<file path="config.mk">
export PLATFORM = sky130hd
export DESIGN_NAME = obi_bridge_arbiter
export DESIGN_NICKNAME = d
export VERILOG_FILES = /design/src/rtl/obi_bridge_arbiter.sv
export SDC_FILE = /design/constraint.sdc
export NUM_CORES = 1
export LEC_CHECK = 0
export ABC_AREA = 1
export CAP_MARGIN = 20
export CELL_PAD_IN_SITES_DETAIL_PLACEMENT = 0
export CELL_PAD_IN_SITES_GLOBAL_PLACEMENT = 2
export CORE_AREA = 5 5 108 110
export DETAILED_ROUTE_END_ITERATION = 16
export DIE_AREA = 0 0 113 115
export DONT_BUFFER_PORTS = 1
export GPL_TIMING_DRIVEN = 0
export HOLD_SLACK_MARGIN = 0.03
export PLACE_DENSITY_LB_ADDON = 0.1
export REMOVE_ABC_BUFFERS = 1
export SLEW_MARGIN = 20
export SYNTH_ARGS = -nofsm -noshare
export SYNTH_HDL_FRONTEND = slang
export SYNTH_HIERARCHICAL = 1
export SYNTH_SLANG_ARGS = --single-unit
</file>
<file path="constraint.sdc">
create_clock -name clk_i -period 4.7 [get_ports clk_i]
set_input_delay 0.94 -clock clk_i [delete_from_list [all_inputs] [get_ports clk_i]]
set_output_delay 0.94 -clock clk_i [all_outputs]
set_load 0.01 [all_outputs]
</file>
<file path="src/rtl/obi_bridge_arbiter.sv">
// obi_bridge_arbiter: round-robin N:1 OBI request arbiter with in-order response routing.
// Latency: request/grant and response routing are combinational (0 cycles); occupancy/err registered.
// Backpressure: a stalled request is locked until granted; req_o is held low while the ID FIFO is full.
//
// Ports:
//   clk_i, rst_i                       clock, async active-high reset
//   ch_req_i/we/be/addr/wdata          packed per-channel upstream requests (channel k in slice k)
//   ch_gnt_o, ch_rvalid_o, ch_rdata_o  per-channel grant/response, rdata shared and qualified by rvalid
//   req_o/we_o/be_o/addr_o/wdata_o     downstream request to the bridge
//   gnt_i, rvalid_i, rdata_i           downstream grant and response
//   outstanding_o                      granted-but-unanswered transaction count
//   err_o                              sticky: response seen with nothing outstanding

// fifo: generic synchronous FIFO with head-register readout and occupancy count.
// Latency: push visible at head one cycle later; head_dat is a direct register read.
// Backpressure: none internally; caller must not push when full nor pop when empty.
module fifo #(
  parameter int unsigned Width = 1,
  parameter int unsigned Depth = 4,
  localparam int unsigned CntW = $clog2(Depth + 1)
) (
  input  logic             clk_i,
  input  logic             rst_i,
  input  logic             push_vld,
  input  logic [Width-1:0] push_dat,
  input  logic             pop_vld,
  output logic [Width-1:0] head_dat,
  output logic [CntW-1:0]  count,
  output logic             full,
  output logic             empty
);
  localparam int unsigned PtrW = (Depth > 1) ? $clog2(Depth) : 1;

  logic [Width-1:0] mem [Depth];
  logic [PtrW-1:0]  wr_ptr_q, rd_ptr_q;
  logic [CntW-1:0]  cnt_q;

  function automatic logic [PtrW-1:0] ptr_inc(input logic [PtrW-1:0] p);
    return (p == PtrW'(Depth - 1)) ? '0 : p + 1'b1;
  endfunction

  always_ff @(posedge clk_i) begin
    if (push_vld) mem[wr_ptr_q] <= push_dat;
  end

  // Occupancy lives in its own counter so full and empty stay distinct
  // even though both pointers wrap onto the same value.
  always_ff @(posedge clk_i or posedge rst_i) begin
    if (rst_i) begin
      wr_ptr_q <= '0;
      rd_ptr_q <= '0;
      cnt_q    <= '0;
    end else begin
      if (push_vld) wr_ptr_q <= ptr_inc(wr_ptr_q);
      if (pop_vld)  rd_ptr_q <= ptr_inc(rd_ptr_q);
      case ({push_vld, pop_vld})
        2'b10:   cnt_q <= cnt_q + 1'b1;
        2'b01:   cnt_q <= cnt_q - 1'b1;
        default: cnt_q <= cnt_q;
      endcase
    end
  end

  assign head_dat = mem[rd_ptr_q];
  assign count    = cnt_q;
  assign full     = (cnt_q == CntW'(Depth));
  assign empty    = (cnt_q == '0);
endmodule

module obi_bridge_arbiter #(
  parameter int unsigned NumChannels    = 2,
  parameter int unsigned MaxOutstanding = 4,
  parameter int unsigned AddrWidth      = 32,
  parameter int unsigned DataWidth      = 32,
  localparam int unsigned BeW  = DataWidth / 8,
  localparam int unsigned CntW = $clog2(MaxOutstanding + 1)
) (
  input  logic                           clk_i,
  input  logic                           rst_i,
  input  logic [NumChannels-1:0]         ch_req_i,
  input  logic [NumChannels-1:0]         ch_we_i,
  input  logic [NumChannels*BeW-1:0]     ch_be_i,
  input  logic [NumChannels*AddrWidth-1:0] ch_addr_i,
  input  logic [NumChannels*DataWidth-1:0] ch_wdata_i,
  output logic [NumChannels-1:0]         ch_gnt_o,
  output logic [NumChannels-1:0]         ch_rvalid_o,
  output logic [DataWidth-1:0]           ch_rdata_o,
  output logic                           req_o,
  output logic                           we_o,
  output logic [BeW-1:0]                 be_o,
  output logic [AddrWidth-1:0]           addr_o,
  output logic [DataWidth-1:0]           wdata_o,
  input  logic                           gnt_i,
  input  logic                           rvalid_i,
  input  logic [DataWidth-1:0]           rdata_i,
  output logic [CntW-1:0]                outstanding_o,
  output logic                           err_o
);
  localparam int unsigned IdW = (NumChannels > 1) ? $clog2(NumChannels) : 1;

  logic [IdW-1:0] rr_q, lock_sel_q, rr_sel, sel, head_id;
  logic           locked_q, rr_found, hs, pop, fifo_full, fifo_empty, err_q;

  // Round-robin scan: first requester at or after rr_q, wrapping upward.
  always_comb begin
    rr_sel   = rr_q;
    rr_found = 1'b0;
    for (int unsigned i = 0; i < NumChannels; i++) begin
      int unsigned idx;
      idx = 32'(rr_q) + i;
      if (idx >= NumChannels) idx = idx - NumChannels;
      if (!rr_found && ch_req_i[IdW'(idx)]) begin
        rr_found = 1'b1;
        rr_sel   = IdW'(idx);
      end
    end
  end

  // A stalled request keeps its channel so the downstream request stays stable.
  assign sel = locked_q ? lock_sel_q : rr_sel;

  // fifo_full is registered, so a same-cycle pop cannot unblock req_o.
  assign req_o = ch_req_i[sel] & ~fifo_full;
  assign hs    = req_o & gnt_i;
  assign pop   = rvalid_i & ~fifo_empty;

  always_comb begin
    we_o        = 1'b0;
    be_o        = '0;
    addr_o      = '0;
    wdata_o     = '0;
    ch_gnt_o    = '0;
    ch_rvalid_o = '0;
    for (int unsigned k = 0; k < NumChannels; k++) begin
      if (sel == IdW'(k)) begin
        we_o    = ch_we_i[k];
        be_o    = ch_be_i[k*BeW +: BeW];
        addr_o  = ch_addr_i[k*AddrWidth +: AddrWidth];
        wdata_o = ch_wdata_i[k*DataWidth +: DataWidth];
      end
      ch_gnt_o[k]    = hs && (sel == IdW'(k));
      ch_rvalid_o[k] = pop && (head_id == IdW'(k));
    end
  end

  assign ch_rdata_o = rdata_i;

  always_ff @(posedge clk_i or posedge rst_i) begin
    if (rst_i) begin
      rr_q       <= '0;
      locked_q   <= 1'b0;
      lock_sel_q <= '0;
      err_q      <= 1'b0;
    end else begin
      if (hs) begin
        rr_q     <= (sel == IdW'(NumChannels - 1)) ? '0 : sel + 1'b1;
        locked_q <= 1'b0;
      end else if (req_o) begin
        locked_q   <= 1'b1;
        lock_sel_q <= sel;
      end
      // A response with nothing outstanding is dropped and flagged until reset.
      if (rvalid_i && fifo_empty) err_q <= 1'b1;
    end
  end

  assign err_o = err_q;

  fifo #(
    .Width (IdW),
    .Depth (MaxOutstanding)
  ) u_id_fifo (
    .clk_i    (clk_i),
    .rst_i    (rst_i),
    .push_vld (hs),
    .push_dat (sel),
    .pop_vld  (pop),
    .head_dat (head_id),
    .count    (outstanding_o),
    .full     (fifo_full),
    .empty    (fifo_empty)
  );
endmodule
</file>
==> out/results.tsv <==
metric	value	unit
yosysTopAreaCell	nand2_4	
leakagePower	1.36	nW
clock_path_buffers	2	
cts_tree	done	
hpwl	7.50	mm
synth_area_per_cell	7.93	sq um
status	finished, final reports clean	
worst_pin_slew	0.804	ns
synthFlopType	dfrtp_1	
synthTopCellsByArea	nand2_4, nand2_2, nand2_1	
first_global_vias	2088	
p_per_area	658	mW/mm^2
hold_violations	0	
ios	286	
clockRootBuffer	clkbuf_8	
p_comb_frac	0.794	
rsz0062_at_grt	false	
slew_headroom	0.464	
cp.required	3.76	ns
drv_cap	0	
path_cells	inv_1 > nand2_1 > nand2_2 > nand2_4 > nand2_8 > inv_12 > nand3_2 > inv_1	
timing.final.crit_share	0.766	
drive_above_1_share	0.514	
internal-power	641	uW
fin_worst_skew	0.000557	ns
worst_setup_path_start_kind	input pin	
tns	0	ns
clock_latency	0.24	ns
via_count	1970	
yosys.cell_count.top_type	nand2_1	
totalWireLength	8.85	mm
synth_warnings	6	
slowest_delay	0.62	ns
core	0.0106	sq mm
slew_viol_final	0	
synth_seq_cells	15	
netlist.area_leader.share	0.281	
synthDistinctLibCells	33	
die_w	113	um
gr-total-overflow	0	
seq_power_share	0.147	
n_antenna_cell	0	
die-height	115	um
clkSinkCount	15	
die-area	0.0130	sq mm
p_sw_frac	0.630	
start_util	0.268	
period_needed	3.60	ns
path_clk_slew	0.06	ns
syn-cell-area	0.00284	sq mm
drc	0	
syn_inst	358	
switching_power	1.09	mW
viasPerCell	4.33	
first_pass_iters	4	
critical_path.startpoint	ch_req_i[0]	
hold_slack	0.475	ns
cp_data_arrival_time	2.66	ns
peakVddDrop	0.378	mV
post_cts_resized	0	
crit_type	input pin to output port	
async_flop_share	0.733	
setup.worst_path.end	ch_gnt_o[0]	
path_depth	8	
rows	38	
final_area	0.00263	sq mm
antenna_left	0	
track_usage	0.122	
clock.fmax	278	MHz
r2r-start	rr_q$_DFFE_PP0P_	
cp_top_family	buffers and inverters	
preCtsSetupSlack	1.12	ns
reg2reg_depth	15	
grt_pass1_wl	12.1	mm
antenna_found_initial	0	
crit_path_end_kind	output port	
post-cts-setup-buffers	0	
setup_viol	0	
synth-seq-area-share	0.139	
portBuffers	0	
drtIter0Drc	64	
r2r_end	u_id_fifo/count[2]$_DFFE_PP0P_	
cpMaxStageDelayCell	inv_12	
placed_cell_area	0.00259	sq mm
finalNetCount	499	
ctsHoldBuffers	0	
crit_top_cell	inv_1	
grt_max_degree	77	
cts_buffers	3	
critPathMaxFanout	76	
h-tree-depth	1	
synth.top_cells.by_count	nand2_1, nand2_2, nand2_4, buf_4, inv_1	
crit_buf_inv	3	
wl_per_cell	19.4	um
power_frac_clock	0.059	
rrSetupSlack	2.14	ns
gp_congestion	0.659	
finalWorstSetupSlack	1.10	ns
area_delta_synth_final	-7.36	%
synth_edf_count	4	
hp-class	input pin to asynchronous set/reset pin	
-- state kept, by name (all words and copies together) (netlist names) --
name                flops
lock_sel_q              1
locked_q                1
u_id_fifo/rd_ptr_q      2
u_id_fifo/count         3
u_id_fifo/wr_ptr_q      2
err_o                   1
rr_q                    1
u_id_fifo/mem           4
-- worst register-to-register path, stage by stage (launching register included) --
cell     delay, ns
dfrtp_1       0.38
inv_1         0.06
a21oi_2       0.16
nand2_4       0.10
nand2_8       0.36
nand2_2       0.12
nand4_2       0.15
inv_2         0.13
inv_1         0.09
ha_1          0.17
inv_1         0.07
fa_1          0.37
nand2_1       0.10
nand3_1       0.08
nand2_1       0.06
nand2_1       0.04
-- placed cells by master (no fill, tap or decap), types with 2 or more instances in the layout --
cell type   n
nand2_1    87
nand2_2    73
nand2_4    71
inv_1      24
dfrtp_1    11
ha_1        6
edfxtp_1    4
a21oi_2     3
inv_2       3
nor3_1      3
clkbuf_8    3
nand3_2     2
nand3_1     2
nand4_1     2
nor2_1      2
nor2_2      2
o21ai_0     2
a21oi_1     2
o211ai_1    2
-- metrics by stage --
step | power (mW) | instances | util
6_report | 1.73 | 455 | 0.248
5_1_grt | 1.91 | 455 | 0.248
4_1_cts | 1.79 | 455 | 0.248
3_5_place_dp | 1.68 | 451 | 0.244
3_3_place_gp | 1.68 | 451 | 0.244
2_1_floorplan | 1.42 | 311 | -
-- final cells by class --
cell class	count	area [sq um]
Tap cell	140	175
Multi-Input combinational cell	268	1900
Fill cell	1163	7970
Clock buffer	4	45.0
Inverter	28	118
Sequential cell	15	395
-- worst min path at each step --
stage | startpoint | cells past startpoint | to
floorplan | lock_sel_q$_DFFE_PP0P_ | 2 | lock_sel_q$_DFFE_PP0P_
global placement | lock_sel_q$_DFFE_PP0P_ | 2 | lock_sel_q$_DFFE_PP0P_
global route | rst_i | 1 | rr_q$_DFFE_PP0P_
detailed placement | lock_sel_q$_DFFE_PP0P_ | 2 | lock_sel_q$_DFFE_PP0P_
finish | rst_i | 1 | locked_q$_DFFE_PP0P_
CTS | rst_i | 1 | locked_q$_DFFE_PP0P_
-- layer usage --
layer	part of all wire	wire [um]	track usage
met1	0.36	3200	0.134
met2	0.49	4310	0.200
met3	0.14	1260	0.0784
met4	0.0032	28	0.0168
met5	0.0044	39	0.0370
-- power by group through the flow --
stage,clock network [mW],registers [mW],logic (mW)
final,0.101,0.255,1.37
after global routing,0.114,0.266,1.53
after CTS,0.108,0.257,1.42
after detailed placement,0,0.260,1.42
after global placement,0,0.259,1.43
after floorplan,0,0.242,1.18
-- logic make-up (layout without fill, tap and decap cells) --
family,count (synthesis),in the layout,synth area share
AND/OR/NAND/NOR,248,248,0.603
buffers and inverters,75,32,0.193
adder cells (fa/ha/maj),7,7,0.0335
AO/OA/AOI/OAI,12,12,0.0291
XOR/XNOR,1,1,0.00308
flip-flops,15,15,0.139
(Power assumes the default switching activity.)
